### src/rtl/div_sched_pkg.sv
// Shared types and constants for the div_sched divide sequencer.
package div_sched_pkg;

  localparam int DIV_ITER = 32;
  localparam int RESULT_W = 2 * DIV_ITER;

  typedef enum logic [1:0] {
    DIV_IDLE = 2'd0,
    DIV_ZERO = 2'd1,
    DIV_ON   = 2'd2,
    DIV_DONE = 2'd3
  } div_state_e;

endpackage

### src/rtl/div_step.sv
// One combinational restoring-division step on a {remainder, quotient} shift register.
module div_step #(
  parameter int DIV_W = 32
) (
  input  logic [2*DIV_W:0]  pr_i,
  input  logic [DIV_W-1:0]  divisor_i,
  output logic [2*DIV_W:0]  pr_o
);

  logic [2*DIV_W:0] shifted;
  logic [DIV_W+1:0] diff;
  logic             unused_msb;

  // The partial remainder always stays below the divisor, so the MSB shifted out is zero.
  assign unused_msb = pr_i[2*DIV_W];

  always_comb begin
    shifted = {pr_i[2*DIV_W-1:0], 1'b0};
    diff    = {1'b0, shifted[2*DIV_W:DIV_W]} - {2'b00, divisor_i};
    pr_o    = shifted;
    if (!diff[DIV_W+1]) begin
      pr_o = {diff[DIV_W:0], shifted[DIV_W-1:1], 1'b1};
    end
  end

endmodule

### src/rtl/div_sched.sv
// Multi-cycle DIV/DIVU sequencer for the HI/LO datapath.
// Optional macro DIV_FAST_ZERO_EN: a zero divisor short-cuts through the ZERO state.
module div_sched
  import div_sched_pkg::*;
#(
  parameter int DIV_W = DIV_ITER
) (
  input  logic               clk,
  input  logic               rst,
  input  logic               start_i,
  input  logic               signed_i,
  input  logic [DIV_W-1:0]   dividend_i,
  input  logic [DIV_W-1:0]   divisor_i,
  input  logic               annul_i,
  output logic               stall_o,
  output logic               busy_o,
  output logic               ready_o,
  output logic [2*DIV_W-1:0] result_o
);

  localparam int CNT_W = $clog2(DIV_W);
  localparam logic [CNT_W-1:0] CNT_LAST = CNT_W'(DIV_W - 1);

  div_state_e         state_q;
  logic [CNT_W-1:0]   cnt_q;
  logic [2*DIV_W:0]   pr_q;
  logic [DIV_W-1:0]   divisor_q;
  logic               quot_neg_q;
  logic               rem_neg_q;
  logic               zero_q;
  logic [2*DIV_W-1:0] result_q;

  logic [2*DIV_W:0]   step_d;
  logic [DIV_W-1:0]   dvd_mag;
  logic [DIV_W-1:0]   dvs_mag;

  assign dvd_mag = (signed_i && dividend_i[DIV_W-1]) ? (~dividend_i + DIV_W'(1)) : dividend_i;
  assign dvs_mag = (signed_i && divisor_i[DIV_W-1])  ? (~divisor_i + DIV_W'(1))  : divisor_i;

  div_step #(.DIV_W(DIV_W)) u_step (
    .pr_i      (pr_q),
    .divisor_i (divisor_q),
    .pr_o      (step_d)
  );

  // Negating the remainder magnitude of a divide-by-zero restores the raw dividend,
  // so only the quotient needs forcing to all ones.
  function automatic logic [2*DIV_W-1:0] fixup(input logic [2*DIV_W:0] pr,
                                               input logic qn,
                                               input logic rn,
                                               input logic z);
    logic [DIV_W-1:0] q;
    logic [DIV_W-1:0] r;
    q = pr[DIV_W-1:0];
    r = pr[2*DIV_W-1:DIV_W];
    if (qn) q = ~q + DIV_W'(1);
    if (rn) r = ~r + DIV_W'(1);
    if (z)  q = '1;
    return {r, q};
  endfunction

  always_ff @(posedge clk or negedge rst) begin
    if (!rst) begin
      state_q    <= DIV_IDLE;
      cnt_q      <= '0;
      pr_q       <= '0;
      divisor_q  <= '0;
      quot_neg_q <= 1'b0;
      rem_neg_q  <= 1'b0;
      zero_q     <= 1'b0;
      result_q   <= '0;
    end else if (annul_i) begin
      state_q <= DIV_IDLE;
      cnt_q   <= '0;
    end else begin
      case (state_q)
        DIV_IDLE: begin
          if (start_i) begin
            pr_q       <= {{(DIV_W+1){1'b0}}, dvd_mag};
            divisor_q  <= dvs_mag;
            quot_neg_q <= signed_i & (dividend_i[DIV_W-1] ^ divisor_i[DIV_W-1]);
            rem_neg_q  <= signed_i & dividend_i[DIV_W-1];
            zero_q     <= (divisor_i == '0);
            cnt_q      <= '0;
`ifdef DIV_FAST_ZERO_EN
            state_q    <= (divisor_i == '0) ? DIV_ZERO : DIV_ON;
`else
            state_q    <= DIV_ON;
`endif
          end
        end
`ifdef DIV_FAST_ZERO_EN
        DIV_ZERO: begin
          result_q <= fixup({1'b0, pr_q[DIV_W-1:0], {DIV_W{1'b1}}}, quot_neg_q, rem_neg_q, 1'b1);
          state_q  <= DIV_DONE;
        end
`endif
        DIV_ON: begin
          pr_q  <= step_d;
          cnt_q <= cnt_q + CNT_W'(1);
          if (cnt_q == CNT_LAST) begin
            result_q <= fixup(step_d, quot_neg_q, rem_neg_q, zero_q);
            state_q  <= DIV_DONE;
          end
        end
        DIV_DONE: begin
          state_q <= DIV_IDLE;
        end
        default: begin
          state_q <= DIV_IDLE;
        end
      endcase
    end
  end

  assign busy_o   = (state_q == DIV_ON) || (state_q == DIV_ZERO);
  assign ready_o  = (state_q == DIV_DONE) && !annul_i;
  assign stall_o  = start_i & ~ready_o & ~annul_i & rst;
  assign result_o = result_q;

endmodule

### config.mk
export PLATFORM = sky130hd
export DESIGN_NAME = div_sched
export DESIGN_NICKNAME = d
export VERILOG_FILES = /design/src/rtl/div_sched_pkg.sv /design/src/rtl/div_step.sv /design/src/rtl/div_sched.sv
export SDC_FILE = /design/constraint.sdc
export NUM_CORES = 1
export LEC_CHECK = 0
export BUFFER_PORTS_ARGS = -buffer_cell sky130_fd_sc_hd__clkbuf_2
export CORE_MARGIN = 2
export CORE_UTILIZATION = 41
export DETAILED_ROUTE_END_ITERATION = 10
export SETUP_SLACK_MARGIN = 0.5
export SLEW_MARGIN = 10
export SYNTH_ARGS = -nofsm -noshare
export SYNTH_HDL_FRONTEND = slang
export SYNTH_SLANG_ARGS = --single-unit
### constraint.sdc
create_clock -name clk -period 10.2 [get_ports clk]
set_clock_uncertainty 0.1 [all_clocks]
set_input_delay 2.04 -clock clk [delete_from_list [all_inputs] [get_ports clk]]
set_output_delay 2.04 -clock clk [all_outputs]
set_load 0.02 [all_outputs]
=== Yosys cells after proc, flatten, opt, wreduce, memory -nomap -nowiden ===
Index checks and enable logic that the tools add are counted.

* Bits in registers: 170

* $add $sub $neg: 6
* Equality and inequality tests: 7
* Bitwise operators: 12
* Reduce and logical (&&, ||, !) cells: 14
* Muxes and demuxes: 15

{| class="wikitable"
|+ Operator list
! operator !! number
|-
| $mux W32 || 5
|-
| $add A32 B1 Y32 const B || 4
|-
| $mux W64 || 2
|-
| $not A32 Y32 || 4
|-
| $pmux W64 S2 || 1
|-
| $sub A33 B32 Y34 || 1
|-
| $logic_not A32 Y1 || 1
|-
| $mux W5 || 2
|-
| $pmux W5 S2 || 1
|-
| $reduce_and A3 Y1 || 3
|-
| $mux W2 || 3
|-
| $ne A3 B3 Y1 const B || 2
|-
| $add A5 B1 Y5 const B || 1
|-
| $and A1 B1 Y1 || 5
|-
| $eq A5 B5 Y1 const B || 1
|-
| $eq A2 B2 Y1 const B || 2
|-
| $pmux W2 S2 || 1
|-
| $reduce_and A2 Y1 || 2
|-
| $logic_and A1 B1 Y1 || 3
|-
| $reduce_bool A3 Y1 || 1
|-
| $eq A2 B1 Y1 const B || 1
|-
| $logic_not A2 Y1 || 1
|-
| $ne A2 B2 Y1 const B || 1
|-
| $not A1 Y1 || 2
|-
| other kinds (4) || 4
|}

=== Logic depth before layout (Yosys ltp) ===
* Word-level depth: 6
* Depth in mapped cells: 23

=== By module ===
Synthesis repeated with hierarchy kept, for this count alone.

* Cell total of the unflattened synthesis: 1499
* Area total of the unflattened synthesis: 12211.7 µm²

{| class="wikitable"
|+ By module, submodules not included
! module !! seq. area each (µm²) !! cells each !! times used !! area an instance (µm²)
|-
| div_sched || 4279.1 || 1103 || 1 || 9598.0
|-
| div_step || 0.0 || 396 || 1 || 2613.8
|}

=== Worst setup path before layout ===
No wires, ideal clock.

* Kind: input port to output port
* From: input start_i
* To: output stall_o
* Path buffers: 0
* Stages: 1
* Path slack: 5.307 ns
* Required time: 8.060 ns
* Arrival: 2.753 ns
* Path through: nor4bb_1

* Word-level cells in the longest chain between the ends: 3

{| class="wikitable"
|+ RTL lines
! what !! line !! source
|-
| start, declared || div_sched.sv:10 || <nowiki>input logic start_i,</nowiki>
|-
| $and A1 B1 Y1 (3 in a row) || div_sched.sv:118 || <nowiki>assign stall_o = start_i & ~ready_o & ~annul_i & rst;</nowiki>
|-
| end, declared || div_sched.sv:15 || <nowiki>output logic stall_o,</nowiki>
|}

No other way between the ends.

=== Worst setup path in the final report ===
* From: register pr_q[39]
* To: register result_q[28], in the netlist result_o[28]

* Word-level cells in the longest chain between the ends: 6

{| class="wikitable"
|+ RTL lines
! what !! line !! source
|-
| start, declared || div_sched.sv:26 || <nowiki>logic [2*DIV_W:0] pr_q;</nowiki>
|-
| start signal, assigned || div_sched.sv:79 || <nowiki>pr_q <= {{(DIV_W+1){1'b0}}, dvd_mag};</nowiki>
|-
| start signal, assigned || div_sched.sv:99 || <nowiki>pr_q <= step_d;</nowiki>
|-
| $sub A33 B32 Y34 || div_step.sv:19 || <nowiki>diff = {1'b0, shifted[2*DIV_W:DIV_W]} - {2'b00, divisor_i};</nowiki>
|-
| $mux W64 || div_step.sv:21 || <nowiki>if (!diff[DIV_W+1]) begin</nowiki>
|-
| $not A32 Y32 || div_sched.sv:56 || <nowiki>if (qn) q = ~q + DIV_W'(1);</nowiki>
|-
| $add A32 B1 Y32 || div_sched.sv:56 ||
|-
| $mux W32 || div_sched.sv:56 ||
|-
| $mux W32 || div_sched.sv:58 || <nowiki>if (z) q = '1;</nowiki>
|-
| end signal, assigned || div_sched.sv:102 || <nowiki>result_q <= fixup(step_d, quot_neg_q, rem_neg_q, zero_q);</nowiki>
|-
| end, declared || div_sched.sv:31 || <nowiki>logic [2*DIV_W-1:0] result_q;</nowiki>
|}

No other way between the ends.
A chain may end at the register's enable or synchronous reset.

==> summary.txt <==
Outcome
  • Status: complete, no violations

Setup path
  • Crit. Startpoint: pr_q[39]
  • Critical R2R Capture: result_o[28]
  • Reg2Reg Depth: 18
  • CP Class: flip-flop to flip-flop
  • Flop-to-flop setup slack: 4.99 ns
  • Worst setup path endpoint: result_o[28]
  • CP arrival: 5.39 ns
  • Crit end category: flip-flop
  • Crit-path max FO: 46
  • CP bufs+invs: 2
  • Levels on crit path: 18
  • CP delay by family, top: simple AND/OR/NAND/NOR gates
  • Startpoint Class: flip-flop
  • CP max-delay cell: ha_1
  • Crit-path cells: ha_1 -> a21oi_1 -> o21ai_1 -> and2_4 -> or3_1 -> a31o_2 -> buf_4 -> inv_4 -> ha_1 -> nand2_1 -> or2_2 -> or3_1 -> or3_1 -> o21ai_1 -> nand2_1 -> a21oi_1 -> xor2_1 -> a21oi_1
  • Reg2Reg Launch Point: pr_q[39]
  • Biggest cell delay along the critical path: 0.46 ns
  • Worst path required time: 10.39 ns

Die
  • Core Rows: 61
  • Initial Utilization: 41.9%
  • Die X-Extent: 173 µm
  • Core Region: 0.0280 mm²
  • Die height: 173 µm
  • Die area: 0.0300 mm²
  • IO Count: 136

Job
  • Max-Cap Viols: 0

Yosys
  • Synth area leaders: dfrtp_1, o21ai_0, a21oi_1
  • Syn Inst Count: 1,454
  • Main synth FF type: dfrtp_1
  • Yosys top cell by area: dfrtp_1
  • Mapped Area: 0.0117 mm²
  • Synth async-reset ratio: 100%
  • Avg Inst Size Synth: 8.07 µm²
  • Register area share after synthesis: 36.2%
  • Seq cells post-synth: 170
  • Number of synthesized flops with an enable pin: 0
  • Yosys top cell area share: 36.2%
  • Synth warnings: 0
  • Syn Nets: 1,565
  • Netlist cell types: 74

STA
  • Slew headroom: 24.0%
  • Slew of the pin with the lowest slew margin: 1.14 ns
  • RSZ-0062 raised after global routing: no
  • Tcrit/Tclk final: 51.0%
  • Slew Viols, Final: 0
  • Fmax achieved: 192 MHz
  • # setup viols final: 0
  • Setup tns final: 0 ns
  • Final Worst Setup Slack: 4.99 ns
  • Worst hold slack: 0.380 ns
  • Tmin final: 5.21 ns
  • Hold Fails Final Rpt: 0

Clocking
  • Clock buffer depth: 2
  • Clk pin slew, worst setup/hold paths: 0.07 ns
  • Clock sink total: 170
  • Clock buffer count from CTS: 17
  • H-tree depth: 4
  • TritonCTS clock tree: built
  • Clock latency on the worst-skew pair: 0.44 ns
  • Resize count post-CTS: 0
  • Hold-fix buffers, CTS: 0
  • Total setup buffers inserted after CTS: 0
  • Clock root buffer: clkbuf_16

Power
  • Pleak: 0.00599 µW
  • Power Dens Cells: 279 mW/mm²
  • VDD IR max: 156 µV

Cells and area
  • Fillers: 2,803
  • Most frequent cells in the layout: nand2_1, o21ai_0, dfrtp_1
  • Layout cells sized above 1: 13.2%
  • Leading cell type in the layout, fill and taps excluded: nand2_1
  • Sequential cell area: 0.00425 mm²
  • # nets final: 1,653
  • Diodes inserted: 0
  • Area grow syn2layout: 13.0%
  • Fin cells: 1,933
  • Multi-input gate area: 0.00699 mm²

Routing
  • Via count: 10,700
  • DRT Pass-1 Iters: 5
  • Final ANT Viol Nets: 0
  • Vias per Instance: 5.53
  • DR WL/cell: 17.1 µm
  • Iteration-0 DRC count of the detailed router: 783
  • Total wire length: 33,000 µm
  • Residual DRC: 0

Global route
  • Initial antenna violation count: 0
  • Largest net degree at the start of global routing: 89
  • GRT Util Overall: 22.0%
  • First-pass GRT wire length: 53,600 µm
  • Grt total ovfl: 0
  • Vias in the first global route: 9,805

Hold path
  • Hold Crit Class: flip-flop to flip-flop
  • Hold Path Depth: 2
  • Hold wc startpoint: result_o[46]

Place
  • Placer's final routability congestion estimate: 0.905
  • Place WS: 5.02 ns
  • Total placed cells including tap cells: 1,901
  • HPWL after DPL: 24,700 µm
  • IO buf count: 135
-- synthesized netlist by cell type, types with 8 or more instances --
cell type	n
nand3b_1	10
xnor2_1	71
dfrtp_1	170
xor2_1	66
o41ai_1	12
nand2_1	201
or4_1	12
or3_1	22
nor4_1	15
o31ai_1	20
o21ai_0	179
ha_1	41
a21oi_1	151
nand2b_1	13
o21ai_1	20
clkbuf_1	54
nor3_1	27
and2_1	12
o211ai_1	8
inv_1	52
nor2_1	129
a31oi_1	9
mux2i_1	22
a21o_1	8
nor2b_1	8
o21a_1	8
buf_2	15
and3_1	8
-- flip-flops by register name, indices dropped and copies added (netlist names) --
name        flops
pr_q           64
result_o       64
divisor_q      32
cnt_q           5
state_q         2
quot_neg_q      1
rem_neg_q       1
zero_q          1
-- metal layers --
metal | up-vias | share of wire, % | track usage, %
met4 | 0 | 0.95 | 3.95
met3 | 20 | 6.0 | 4.13
li1 | 5305 | - | -
met2 | 342 | 39 | 29.7
met1 | 5018 | 54 | 35.8
met5 | - | 0 | 0
-- power by group --
| group | switching, µW | internal [µW] |
|---|---|---|
| Clock | 322 | 350 |
| Combinational | 1330 | 762 |
| Sequential | 157 | 782 |
| Total | 1810 | 1890 |
-- area by class of cell --
class | instances | area share [%]
multi-input combinational | 1158 | 52.7
sequential | 170 | 32.1
timing repair buffer | 142 | 5.54
tap | 378 | 3.57
clock buffer | 17 | 3.21
inverter | 53 | 1.52
clock inverter | 15 | 1.35
-- stage by stage --
step / total power (µW) / instance area [µm²] / utilization [%]
after floorplan: 2460 / 11700 / -
after global placement: 2970 / 12700 / 45.2
after detailed placement: 2980 / 12700 / 45.2
after CTS: 3670 / 13300 / 47.3
after global routing: 3980 / 13300 / 47.3
final: 3700 / 13300 / 47.3
-- worst register-to-register path: cells and delay by family (launching register included) --
family,cells,cell delay [ns]
AO/OA/AOI/OAI,6,1.13
XOR/XNOR,1,0.16
flip-flops,1,0.43
AND/OR/NAND/NOR,7,1.80
buffers and inverters,2,0.74
adder cells (fa/ha/maj),2,0.71
-- worst min-delay path by stage --
stage and to:
2_1_floorplan divisor_q[10], 3_3_place_gp result_o[50], 3_5_place_dp divisor_q[29], 4_1_cts result_o[46], 5_1_grt result_o[46], 6_report result_o[46]
-- cell families (layout without fill, tap and decap cells) --
kind of cell             after synthesis  after routing  synth area share [%]
AND/OR/NAND/NOR                      487            487                  19.1
flip-flops                           170            170                  36.2
AO/OA/AOI/OAI                        469            469                  23.6
buffers and inverters                126            227                  4.34
XOR/XNOR                             137            137                  10.2
adder cells (fa/ha/maj)               42             42                  4.54
multiplexers                          23             23                  1.97
(Power assumes the default switching activity.)
